**config.mk**
```make
export PLATFORM = sky130hd
export DESIGN_NAME = z80_reti_ctl
export DESIGN_NICKNAME = d
export VERILOG_FILES = /design/src/rtl/z80_reti_ctl.sv
export SDC_FILE = /design/constraint.sdc
export NUM_CORES = 1
export LEC_CHECK = 0
export BUFFER_PORTS_ARGS = -buffer_cell sky130_fd_sc_hd__buf_2
export CELL_PAD_IN_SITES_DETAIL_PLACEMENT = 0
export CELL_PAD_IN_SITES_GLOBAL_PLACEMENT = 1
export CORE_MARGIN = 2
export CORE_UTILIZATION = 45
export CTS_BUF_LIST = sky130_fd_sc_hd__clkbuf_8
export CTS_CLUSTER_SIZE = 10
export DETAILED_ROUTE_END_ITERATION = 16
export GPL_TIMING_DRIVEN = 0
export PLACE_DENSITY_LB_ADDON = 0.1
export SETUP_SLACK_MARGIN = 0.02
export SYNTH_ARGS = -nofsm -noshare
export SYNTH_HDL_FRONTEND = slang
export SYNTH_SLANG_ARGS = --single-unit
export TNS_END_PERCENT = 5
```
**constraint.sdc**
```tcl
create_clock -name I_CLK -period 4.6 [get_ports I_CLK]
set_clock_uncertainty 0.15 [all_clocks]
set_input_delay 0.92 -clock I_CLK [delete_from_list [all_inputs] [get_ports I_CLK]]
set_output_delay 0.92 -clock I_CLK [all_outputs]
set_load 0.005 [all_outputs]
```
**src/rtl/z80_reti_ctl.sv**
```systemverilog
// Z80 bus watcher: interrupt-acknowledge qualifier, RETI/RETN strobes,
// last acknowledge vector and outstanding-interrupt depth tracking.
module z80_reti_ctl #(
    parameter int DEPTH_W = 3
) (
    input  logic               I_CLK,
    input  logic               I_RESET_n,
    input  logic               I_CLKEN,
    input  logic               I_M1_n,
    input  logic               I_MREQ_n,
    input  logic               I_IORQ_n,
    input  logic               I_RD_n,
    input  logic [7:0]         I_D,
    output logic               O_SPM1,
    output logic               O_RETI,
    output logic               O_RETN,
    output logic [7:0]         O_VEC,
    output logic [DEPTH_W-1:0] O_DEPTH,
    output logic               O_ERR
);

    typedef enum logic {
        S_NORM,
        S_ED
    } state_t;

    localparam logic [DEPTH_W-1:0] DMAX = '1;
    localparam logic [DEPTH_W-1:0] DONE = 1;

    state_t             r_state;
    state_t             w_state_nxt;
    logic               r_m1;
    logic               r_valid;
    logic               r_is_ack;
    logic [7:0]         r_op;
    logic               r_reti;
    logic               r_retn;
    logic [7:0]         r_vec;
    logic [DEPTH_W-1:0] r_depth;
    logic               r_err;
    logic               w_end;
    logic               w_ack_end;
    logic               w_fetch_end;
    logic               w_reti_ev;
    logic               w_retn_ev;

    assign O_SPM1  = ~I_M1_n & ~I_IORQ_n;
    assign O_RETI  = r_reti;
    assign O_RETN  = r_retn;
    assign O_VEC   = r_vec;
    assign O_DEPTH = r_depth;
    assign O_ERR   = r_err;

    // r_valid masks the bogus "end" implied by r_m1 resetting to 0
    assign w_end       = I_CLKEN & r_valid & ~r_m1 & I_M1_n;
    assign w_ack_end   = w_end & r_is_ack;
    assign w_fetch_end = w_end & ~r_is_ack;

    always_ff @(posedge I_CLK or negedge I_RESET_n) begin
        if (!I_RESET_n) begin
            r_m1     <= 1'b0;
            r_valid  <= 1'b0;
            r_is_ack <= 1'b0;
            r_op     <= 8'h00;
        end else if (I_CLKEN) begin
            r_m1 <= I_M1_n;
            if (!I_M1_n) begin
                r_valid <= 1'b1;
                if (!I_IORQ_n) begin
                    r_is_ack <= 1'b1;
                    r_op     <= I_D;
                end else if (!I_MREQ_n && !I_RD_n && !r_is_ack) begin
                    r_op <= I_D;
                end
            end else begin
                r_valid  <= 1'b0;
                r_is_ack <= 1'b0;
            end
        end
    end

    always_ff @(posedge I_CLK or negedge I_RESET_n) begin
        if (!I_RESET_n) begin
            r_state <= S_NORM;
        end else begin
            r_state <= w_state_nxt;
        end
    end

    always_comb begin
        w_state_nxt = r_state;
        w_reti_ev   = 1'b0;
        w_retn_ev   = 1'b0;
        if (w_fetch_end) begin
            unique case (r_state)
                S_NORM: begin
                    if (r_op == 8'hED) begin
                        w_state_nxt = S_ED;
                    end
                end
                S_ED: begin
                    if (r_op == 8'h4D) begin
                        w_reti_ev   = 1'b1;
                        w_state_nxt = S_NORM;
                    end else if (r_op == 8'h45) begin
                        w_retn_ev   = 1'b1;
                        w_state_nxt = S_NORM;
                    end else if (r_op != 8'hED) begin
                        w_state_nxt = S_NORM;
                    end
                end
                default: w_state_nxt = S_NORM;
            endcase
        end
    end

    always_ff @(posedge I_CLK or negedge I_RESET_n) begin
        if (!I_RESET_n) begin
            r_reti  <= 1'b0;
            r_retn  <= 1'b0;
            r_vec   <= 8'h00;
            r_depth <= '0;
            r_err   <= 1'b0;
        end else if (I_CLKEN) begin
            r_reti <= w_reti_ev;
            r_retn <= w_retn_ev;
            if (w_ack_end) begin
                r_vec <= r_op;
                if (r_depth == DMAX) begin
                    r_err <= 1'b1;
                end else begin
                    r_depth <= r_depth + DONE;
                end
            end else if (w_reti_ev) begin
                if (r_depth == '0) begin
                    r_err <= 1'b1;
                end else begin
                    r_depth <= r_depth - DONE;
                end
            end
        end
    end

endmodule

```
# Yosys cells after proc, flatten, opt, wreduce, memory -nomap -nowiden
# Cells that the tools add are included.
# word_totals
in_bits,15
memories,0
mem_bits_ro,0
latchBits,0
mem_bits_rw,0
out_inout_bits,15
ff_bits,26
word_cells,71
# op_classes
n_mux,25
shift,0
bitwise,11
reduce_logical,13
multipliers,0
n_addsub,2
magnitude_cmp,0
div_mod_pow,0
n_eq_ne,10
# op_table
operator,n
$mux 1,18
$eq 8x7->1 const B,2
$mux 8,2
$mux 3,4
$eq 8x8->1 const B,1
$ne 8x8->1 const B,1
$reduce_and 4->1,2
$and 1x1->1,6
$ne 2x2->1 const B,3
$not 1->1,5
$ne 2x1->1 const B,2
$reduce_and 2->1,2
$reduce_bool 2->1,2
$add 3x1->3 const B,1
$eq 3x3->1 const B,1
$logic_not 1->1,3
$logic_not 3->1,1
$reduce_and 3->1,1
$sub 3x1->3 const B,1
$logic_and 1x1->1,2
$pmux 1 s2,1

# Logic depth before layout (Yosys ltp)
# Gate-level depths: netlist (run 1).
# logic_depth
ltp_word,7
ltp_mapped,11
depth_no_buf,8

# Worst setup path after synthesis (run 1)
# Ideal clock, no wire load.
# synth_timing
kind,input to register
startpoint,in I_CLKEN
endpoint,reg r_depth[1] (netlist: O_DEPTH[1])
arrival_time_ns,2.595
cell_stages,10
slack_ns,1.727
path_buffers,3
setup_ns,0.129
cell_sequence,buf_6 > and4b_4 > buf_6 > and2_4 > buf_6 > inv_2 > fa_1 > o211ai_1 > o31a_1 > nand3_1
# synth_via
elab_chain_cells,7
# synth_lines
element,line_no,source
from (decl),8,"input logic I_CLKEN,"
$and 1x1->1 (3 in series),55,assign w_end = I_CLKEN & r_valid & ~r_m1 & I_M1_n;
$and 1x1->1,57,assign w_fetch_end = w_end & ~r_is_ack;
$mux 1,94,if (w_fetch_end) begin
$reduce_bool 2->1 (no source line),-,
$reduce_and 4->1 (no source line),-,
to (signal assigned),132,r_depth <= r_depth + DONE;
to (signal assigned),138,r_depth <= r_depth - DONE;
to (decl),39,logic [DEPTH_W-1:0] r_depth;
# Several ways; a longest one is shown, not always the timed one.
# A chain may end at the register's enable or synchronous reset.

# Worst setup path in the final report (run 1)
# layout_timing
startpoint,in I_M1_n
endpoint,reg r_depth[1] (netlist: O_DEPTH[1])
# layout_via
elab_chain_cells,5
# layout_lines
element,line_no,source
from (decl),9,"input logic I_M1_n,"
$and 1x1->1 (*),55,
$and 1x1->1,57,
$mux 1,94,
$reduce_bool 2->1 (no source line),-,
$reduce_and 4->1 (no source line),-,
# Mark *: on every way between the ends. The rest lies on a longest branch, timed or not.

==> flow_metrics.tcl, run 1 <==
set metrics [dict create \
    status "finished clean" \
    clkLatencyLatePin_ps 270 \
    slowest_stage "fa_1" \
    netlist_area_sq_um 1230 \
    critPathTopFamily "buffers and inverters" \
    post_drt_wl_per_cell_microns 14.4 \
    fin_setup_tns_ps 0 \
    p_seq_share_pct 47.9 \
    synth.area.top_cells "dfrtp_1, mux2_2, buf_6" \
    first_global_vias 824 \
    drc_errors 0 \
    grt_util_met2_pct 25.0 \
    placed_cell_area_sq_um 1410 \
    cts_resized 0 \
    async_flop_share_pct 100 \
    synth_nets 113 \
    hp-start "O_ERR$_DFFE_PN0P_" \
    synth-main-ff-cell "dfrtp_1" \
    ctsHtreeMaxLevel 1 \
    dpl.hpwl_microns 1620 \
    max_stage_delay_ps 500 \
    dpl.cell_count 155 \
    initial_utilization_pct 48.5 \
    postSynthAreaPerCell_sq_um 12.7 \
    cp-start-kind "primary input" \
    hold_path.class "reg2reg" \
    cts.sinks 26 \
    cp-end-kind "flip-flop" \
    powerDensity_nw_per_um2 464 \
    power_mw 0.687 \
    ant_nets 0 \
    post-synth-top-count-cell "dfrtp_1" \
    period_share_pct 59.9 \
    synth_cell_types 36 \
    seq_area_frac_synth_pct 52.7 \
    drive_gt1_share_pct 44.2 \
    gp_congestion 0.725 \
    cts_buffers 3 \
    grt.busiest_layer "met2" \
    r2r_end "O_DEPTH[2]$_DFFE_PN0P_" \
    chipHeight_microns 56.4 \
    nets 146 \
    netlist.area_leader.share_pct 52.7 \
    vias_per_cell 5.48 \
    ios 30 \
    diodes 0 \
    clockPowerShare_pct 27.4 \
    core_sq_um 2540 \
    root_buffer "clkbuf_8" \
    rrSetupSlack_ps 2170 \
    path_buf_inv 4 \
    area_growth_pct 20.2 \
    dieArea_sq_um 3180 \
    cp_cell_sequence "buf_2 > and4b_4 > buf_6 > and2_4 > buf_6 > inv_2 > fa_1 > o211ai_1 > o31a_1 > nand3_1" \
    ys_ff_latch 26 \
    yosysWarnings 0 \
    worst_pin_slew_ps 568 \
    internal_power_mw 0.502 \
    cts_hold_buffers 0 \
    final_area_sq_um 1480 \
    p_sw_share_pct 26.9 \
    worstHoldEndpoint "O_ERR$_DFFE_PN0P_" \
    ir_worst_vdd_uv 326 \
    drtIter0Drc 7 \
    hold_viol 0 \
    syn_inst 97 \
    routed_wl_microns 2290 \
    cp_common_cell "buf_6" \
    drv_slew 0 \
    cts.reportedPaths.clkPinSlew_ps 90 \
    p_sw_mw 0.185 \
    rsz0062_at_grt "false" \
    vias 872 \
    drtPass1Iterations 4 \
    fmax_mhz 363 \
    crit_arrival_ps 2760 \
    p_leak_nw 0.684 \
    timing.rr.start "r_m1$_DFFE_PN0P_" \
    relSlewSlack_pct 62.2 \
    cts_tree "done" \
    fin_util_pct 58.3 \
    critPathKind "in2reg" \
    combPwrFrac_pct 24.6 \
    grt_pass1_wl_microns 3780 \
    rows 18 \
    grt.total_usage_pct 15.5 \
    portBuffers 28 \
    grt_antenna_before_repair 0 \
    synth_common_cells "dfrtp_1, mux2_2, inv_1" \
    cap_violations 0 \
    post_cts_buffers 0 \
    met3_usage_pct 3.69 \
    stdcell_count 159 \
    worst_ep_required_time_ps 4610 \
    grt_max_degree 27 \
    chipWidth_microns 56.4 \
    finalCriticalPeriod_ps 2760 \
    grt_overflow_total 0 \
    met1_usage_pct 19.4 \
    path_max_fanout 10 \
    cts.path.max_buffers 2 \
    rr_worst_depth 8 \
    finalSetupViolCount 0 \
    yosysTopAreaCell "dfrtp_1" \
    hold-path-cell-count 1 \
    synth_edf_count 0 \
]
-- cells by family after synthesis --
family | Yosys count | synth area share, %
mux | 18 | 16.3
fa+ha+maj | 1 | 1.62
compound gates | 19 | 11.4
simple gates | 22 | 12.2
flops | 26 | 52.7
buf+inv | 11 | 5.78
-- cell usage in the layout, fill, tap and decap left out, types with 3 or more instances in the layout --
cell type,instances
buf_2,28
dfrtp_1,26
mux2_2,17
inv_1,5
buf_6,4
o31ai_1,3
nand2_1,3
clkbuf_8,3
-- layout make-up --
| class | instances | area [sq um] |
|---|---|---|
| fillers | 221 | 1060 |
| repair buffers | 28 | 140 |
| multi-input cells | 60 | 512 |
| inverters | 6 | 22.5 |
| clock inverters | 1 | 30.0 |
| flip-flops and latches | 26 | 651 |
| clock buffers | 3 | 41.3 |
| well taps | 30 | 37.5 |
| plain buffers | 5 | 48.8 |
-- worst max-delay path by stage --
| stage | from | endpoint | slack (ps) | depth (start not counted) |
|---|---|---|---|---|
| after floorplan | I_CLKEN | O_DEPTH[1]$_DFFE_PN0P_ | 1730 | 10 |
| final | I_M1_n | O_DEPTH[1]$_DFFE_PN0P_ | 1840 | 10 |
| after detailed placement | I_M1_n | O_DEPTH[1]$_DFFE_PN0P_ | 1530 | 10 |
| after global placement | I_M1_n | O_DEPTH[1]$_DFFE_PN0P_ | 1570 | 10 |
| after CTS | I_M1_n | O_DEPTH[1]$_DFFE_PN0P_ | 1830 | 10 |
| after global routing | I_M1_n | O_DEPTH[2]$_DFFE_PN0P_ | 1730 | 9 |
-- worst register-to-register path: stages (launching register included) --
cell and delay [ps]:
dfrtp_1 380, and4b_4 320, buf_6 130, and2_4 140
buf_6 120, inv_2 110, fa_1 470, o31a_1 320
a211oi_1 200
-- per-stage QoR --
step,setup WS [ps],hold slack [ps]
floorplan,1730,290
global placement,1570,297
detailed placement,1530,296
CTS,1830,318
global route,1730,326
finish,1840,313
-- metal layers --
| layer | share of wire (%) | vias up |
|---|---|---|
| met5 | 0 | - |
| met4 | 1.4 | 0 |
| met3 | 3.9 | 5 |
| met2 | 47 | 21 |
| met1 | 47 | 419 |
| li1 | - | 427 |
-- power by group through the flow --
stage	combinational [mW]	clock, mW	sequential [mW]
3_3_place_gp	0.169	0	0.331
3_5_place_dp	0.171	0	0.334
5_1_grt	0.188	0.207	0.339
4_1_cts	0.172	0.192	0.331
2_1_floorplan	0.0993	0	0.332
6_report	0.169	0.189	0.329
Power figures use the tool's default switching activity.
==> inputs of run 2 (changes only) <==
--- a/config.mk
+++ b/config.mk
@@ -9,7 +9,7 @@
 export CELL_PAD_IN_SITES_DETAIL_PLACEMENT = 0
 export CELL_PAD_IN_SITES_GLOBAL_PLACEMENT = 1
 export CORE_MARGIN = 2
-export CORE_UTILIZATION = 45
+export CORE_UTILIZATION = 43
 export CTS_BUF_LIST = sky130_fd_sc_hd__clkbuf_8
 export CTS_CLUSTER_SIZE = 10
 export DETAILED_ROUTE_END_ITERATION = 16
==> constraint.sdc (replaced) <==
create_clock -name I_CLK -period 2.8 [get_ports I_CLK]
set_clock_uncertainty 0.15 [all_clocks]
set_input_delay 0.56 -clock I_CLK [delete_from_list [all_inputs] [get_ports I_CLK]]
set_output_delay 0.56 -clock I_CLK [all_outputs]
set_load 0.005 [all_outputs]
==> flow_metrics.tcl, run 2 (synthesis gave the netlist of run 1 again) <==
set metrics [dict create \
    final_common_cell "buf_2" \
    dieArea_sq_um 3310 \
    diodes 0 \
    nets 146 \
    ir_worst_vdd_uv 486 \
    post_drt_wl_per_cell_microns 14.1 \
    fin_util_pct 53.2 \
    routed_wl_microns 2250 \
    initial_utilization_pct 45.1 \
    area_growth_pct 17.8 \
    gp_congestion 0.720 \
    fin_setup_tns_ps 0 \
    preCtsSetupSlack_ps 118 \
    rows 19 \
    chipWidth_microns 57.6 \
    portBuffers 28 \
    cts.reportedPaths.clkPinSlew_ps 80 \
    post_cts_buffers 0 \
    cp-start-kind "flip-flop" \
    cts_resized 0 \
    status "finished clean" \
    worst_hold_slack_ps 133 \
    ios 30 \
    cap_violations 0 \
    dpl.cell_count 156 \
    rr_worst_depth 8 \
    grt_pass1_wl_microns 3940 \
    cts_tree "done" \
    layout_common_cells "buf_2, dfrtp_1, mux2_2" \
    r2r_end "O_DEPTH[2]$_DFFE_PN0P_" \
    hold_viol 0 \
    ctsHtreeMaxLevel 1 \
    finalSetupViolCount 0 \
    first_global_vias 912 \
    grt.total_usage_pct 15.3 \
    grt_overflow_total 0 \
    stdcell_count 159 \
    p_leak_nw 0.670 \
    chipHeight_microns 57.6 \
    ant_nets 0 \
    drtIter0Drc 12 \
    rrSetupSlack_ps 370 \
    worst_pin_slew_ps 566 \
    root_buffer "clkbuf_8" \
    worst_ep_required_time_ps 2820 \
    powerDensity_nw_per_um2 701 \
    path_max_fanout 10 \
    vias 886 \
    critPathKind "reg2reg" \
    cts.sinks 26 \
    final_area_sq_um 1450 \
    placed_cell_area_sq_um 1410 \
    grt_max_degree 27 \
    setup_ws_ps 374 \
    timing.rr.start "r_m1$_DFFE_PN0P_" \
    cts.path.max_buffers 2 \
    drive_gt1_share_pct 43.8 \
    cp-end-kind "flip-flop" \
    vias_per_cell 5.57 \
    power_mw 1.02 \
    cts_buffers 3 \
    rsz0062_at_grt "false" \
    crit_arrival_ps 2440 \
    drv_slew 0 \
    clkLatencyLatePin_ps 260 \
    dpl.hpwl_microns 1690 \
    cts_hold_buffers 0 \
    drc_errors 0 \
    fillers 273 \
    drtPass1Iterations 4 \
    grt_antenna_before_repair 0 \
    relSlewSlack_pct 62.3 \
    period_share_pct 86.6 \
    core_sq_um 2730 \
    finalCriticalPeriod_ps 2430 \
    hold_path.class "in2async" \
    fmax_mhz 412 \
]
## run 2: cell types whose count changed in the layout (fill, tap and decap cells not counted), sizes merged
cell and change:
bufinv -1
## run 2: final cells by class
type | instances | area (sq um) | area share, %
Multi-Input combinational cell | 60 | 512 | 35.2
Tap cell | 31 | 38.8 | 2.67
Inverter | 6 | 22.5 | 1.55
Sequential cell | 26 | 651 | 44.8
Clock buffer | 3 | 41.3 | 2.84
Timing Repair Buffer | 28 | 140 | 9.64
Buffer | 5 | 48.8 | 3.36
## run 2: worst max path at each step
stage                                   to              from  cells past startpoint  slack, ps
floorplan           O_DEPTH[1]$_DFFE_PN0P_           I_CLKEN                     10        290
CTS                 O_DEPTH[2]$_DFFE_PN0P_  r_m1$_DFFE_PN0P_                      8        360
finish              O_DEPTH[2]$_DFFE_PN0P_  r_m1$_DFFE_PN0P_                      8        370
detailed placement  O_DEPTH[2]$_DFFE_PN0P_            I_M1_n                      9        120
global placement    O_DEPTH[1]$_DFFE_PN0P_            I_M1_n                     10        130
global route        O_DEPTH[2]$_DFFE_PN0P_  r_m1$_DFFE_PN0P_                      8        250
## run 2: power by group
group | switching [mW] | internal [mW]
Combinational | 0.119 | 0.162
Sequential | 0.0660 | 0.472
Clock | 0.104 | 0.0960
Total | 0.289 | 0.730
## run 2: routing by layer
metal	vias to the layer above	GRT usage [%]	part of all wire (%)
li1	423	-	-
met1	442	19.4	42
met2	19	26.6	52
met3	2	3.85	5.1
met4	0	2.99	0.36
met5	-	0	0
## run 2: worst max-delay path, cell delays in order, from the launching register on
cell      delay [ps]
dfrtp_1          370
and4b_4          310
buf_6            120
and2_4           140
buf_6            120
inv_2            110
fa_1             470
o31a_1           320
a211oi_1         210
==> inputs of run 3 (changes only) <==
--- a/config.mk
+++ b/config.mk
@@ -13,7 +13,6 @@
 export CTS_BUF_LIST = sky130_fd_sc_hd__clkbuf_8
 export CTS_CLUSTER_SIZE = 10
 export DETAILED_ROUTE_END_ITERATION = 16
-export GPL_TIMING_DRIVEN = 0
 export PLACE_DENSITY_LB_ADDON = 0.1
 export SETUP_SLACK_MARGIN = 0.02
 export SYNTH_ARGS = -nofsm -noshare
==> flow_metrics.tcl, run 3 (synthesis gave the netlist of run 1 again) <==
set metrics [dict create \
    gp_congestion 0.695 \
    relSlewSlack_pct 61.8 \
    vias_per_cell 5.37 \
    initial_utilization_pct 45.1 \
    finalSetupViolCount 0 \
    cts_buffers 3 \
    fillers 250 \
    worst_pin_slew_ps 574 \
    cp-start-kind "flip-flop" \
    timing.rr.start "r_m1$_DFFE_PN0P_" \
    fin_setup_tns_ps 0 \
    clkLatencyLatePin_ps 270 \
    grt_overflow_total 0 \
    ff_latch_area_sq_um 651 \
    path_max_fanout 10 \
    fmax_mhz 430 \
    first_global_vias 876 \
    drtPass1Iterations 3 \
    r2r_end "O_DEPTH[2]$_DFFE_PN0P_" \
    rrSetupSlack_ps 470 \
    cts.reportedPaths.clkPinSlew_ps 90 \
    rr_worst_depth 6 \
    rows 19 \
    dieArea_sq_um 3310 \
    vias 838 \
    grt_antenna_before_repair 0 \
    critPathLaunch "r_m1$_DFFE_PN0P_" \
    post_cts_buffers 0 \
    drtIter0Drc 26 \
    drc_errors 0 \
    ant_nets 0 \
    hold_path.class "in2async" \
    cp-end-kind "flip-flop" \
    multiInputGateArea_sq_um 512 \
    worst_ep_required_time_ps 2830 \
    cap_violations 0 \
    crit_arrival_ps 2360 \
    cts_resized 0 \
    core_sq_um 2730 \
    rsz0062_at_grt "false" \
    p_leak_nw 0.653 \
    grt.total_usage_pct 15.7 \
    cts.sinks 26 \
    status "finished clean" \
    powerDensity_nw_per_um2 718 \
    drive_gt1_share_pct 43.2 \
    grt_pass1_wl_microns 4000 \
    ctsHtreeMaxLevel 1 \
    critPathKind "reg2reg" \
    dpl.hpwl_microns 1680 \
    ir_worst_vdd_uv 391 \
    chipHeight_microns 57.6 \
    ios 30 \
    post_drt_wl_per_cell_microns 14.6 \
    grt_max_degree 27 \
    period_share_pct 83.1 \
    drv_slew 0 \
    final_common_cell "buf_2" \
    nets 143 \
    routed_wl_microns 2280 \
    power_mw 1.02 \
    cts.path.max_buffers 2 \
    finalCriticalPeriod_ps 2330 \
    layout_common_cells "buf_2, dfrtp_1, mux2_2" \
    portBuffers 29 \
    root_buffer "clkbuf_8" \
    diodes 0 \
    cts_tree "done" \
    area_growth_pct 14.9 \
    cts_hold_buffers 0 \
    chipWidth_microns 57.6 \
    hold_viol 0 \
]
[run 3: cell count changes in the layout (fill, tap and decap cells not counted), sizes merged]
cell	previous run	this run
buf	33	30
[run 3: final cells by class]
class	instances	share of cell area (%)
clock buffer	3	2.91
inverter	6	1.59
multi-input combinational	60	36.1
sequential	26	45.9
tap	31	2.74
timing repair buffer	30	10.8
[run 3: how the worst max path moves through the flow]
stage | depth (start not counted) | endpoint | slack (ps)
floorplan | 10 | O_DEPTH[1]$_DFFE_PN0P_ | 290
global placement | 7 | O_DEPTH[2]$_DFFE_PN0P_ | 270
detailed placement | 7 | O_DEPTH[2]$_DFFE_PN0P_ | 200
CTS | 6 | O_DEPTH[2]$_DFFE_PN0P_ | 440
global route | 7 | O_DEPTH[1]$_DFFE_PN0P_ | 360
finish | 6 | O_DEPTH[2]$_DFFE_PN0P_ | 470
[run 3: power by group]
| group | internal [mW] | switching (mW) |
|---|---|---|
| Combinational | 0.154 | 0.0979 |
| Sequential | 0.472 | 0.0872 |
| Clock | 0.0963 | 0.110 |
| Total | 0.722 | 0.295 |
[run 3: worst max-delay path, stage by stage, from the launching register on]
cell	delay (ps)
dfrtp_1	380
and4b_4	390
and2_4	210
inv_2	120
fa_1	470
o31a_1	320
a211oi_1	210
[run 3: metrics by stage]
step	hold WS (ps)	utilization, %	instance area, sq um	instances	worst slack, ps
after floorplan	114	-	1230	97	287
after global placement	303	50.3	1380	153	269
after detailed placement	308	50.3	1380	153	197
after CTS	150	51.9	1420	156	442
after global routing	157	51.9	1420	156	362
final	130	51.9	1420	156	472
[run 3: per-layer routing]
layer  GRT usage, %  share of wire, %
met1           19.9                45
met2           25.8                50
met5              0                 0
met4           6.98               1.4
met3           2.95               3.5
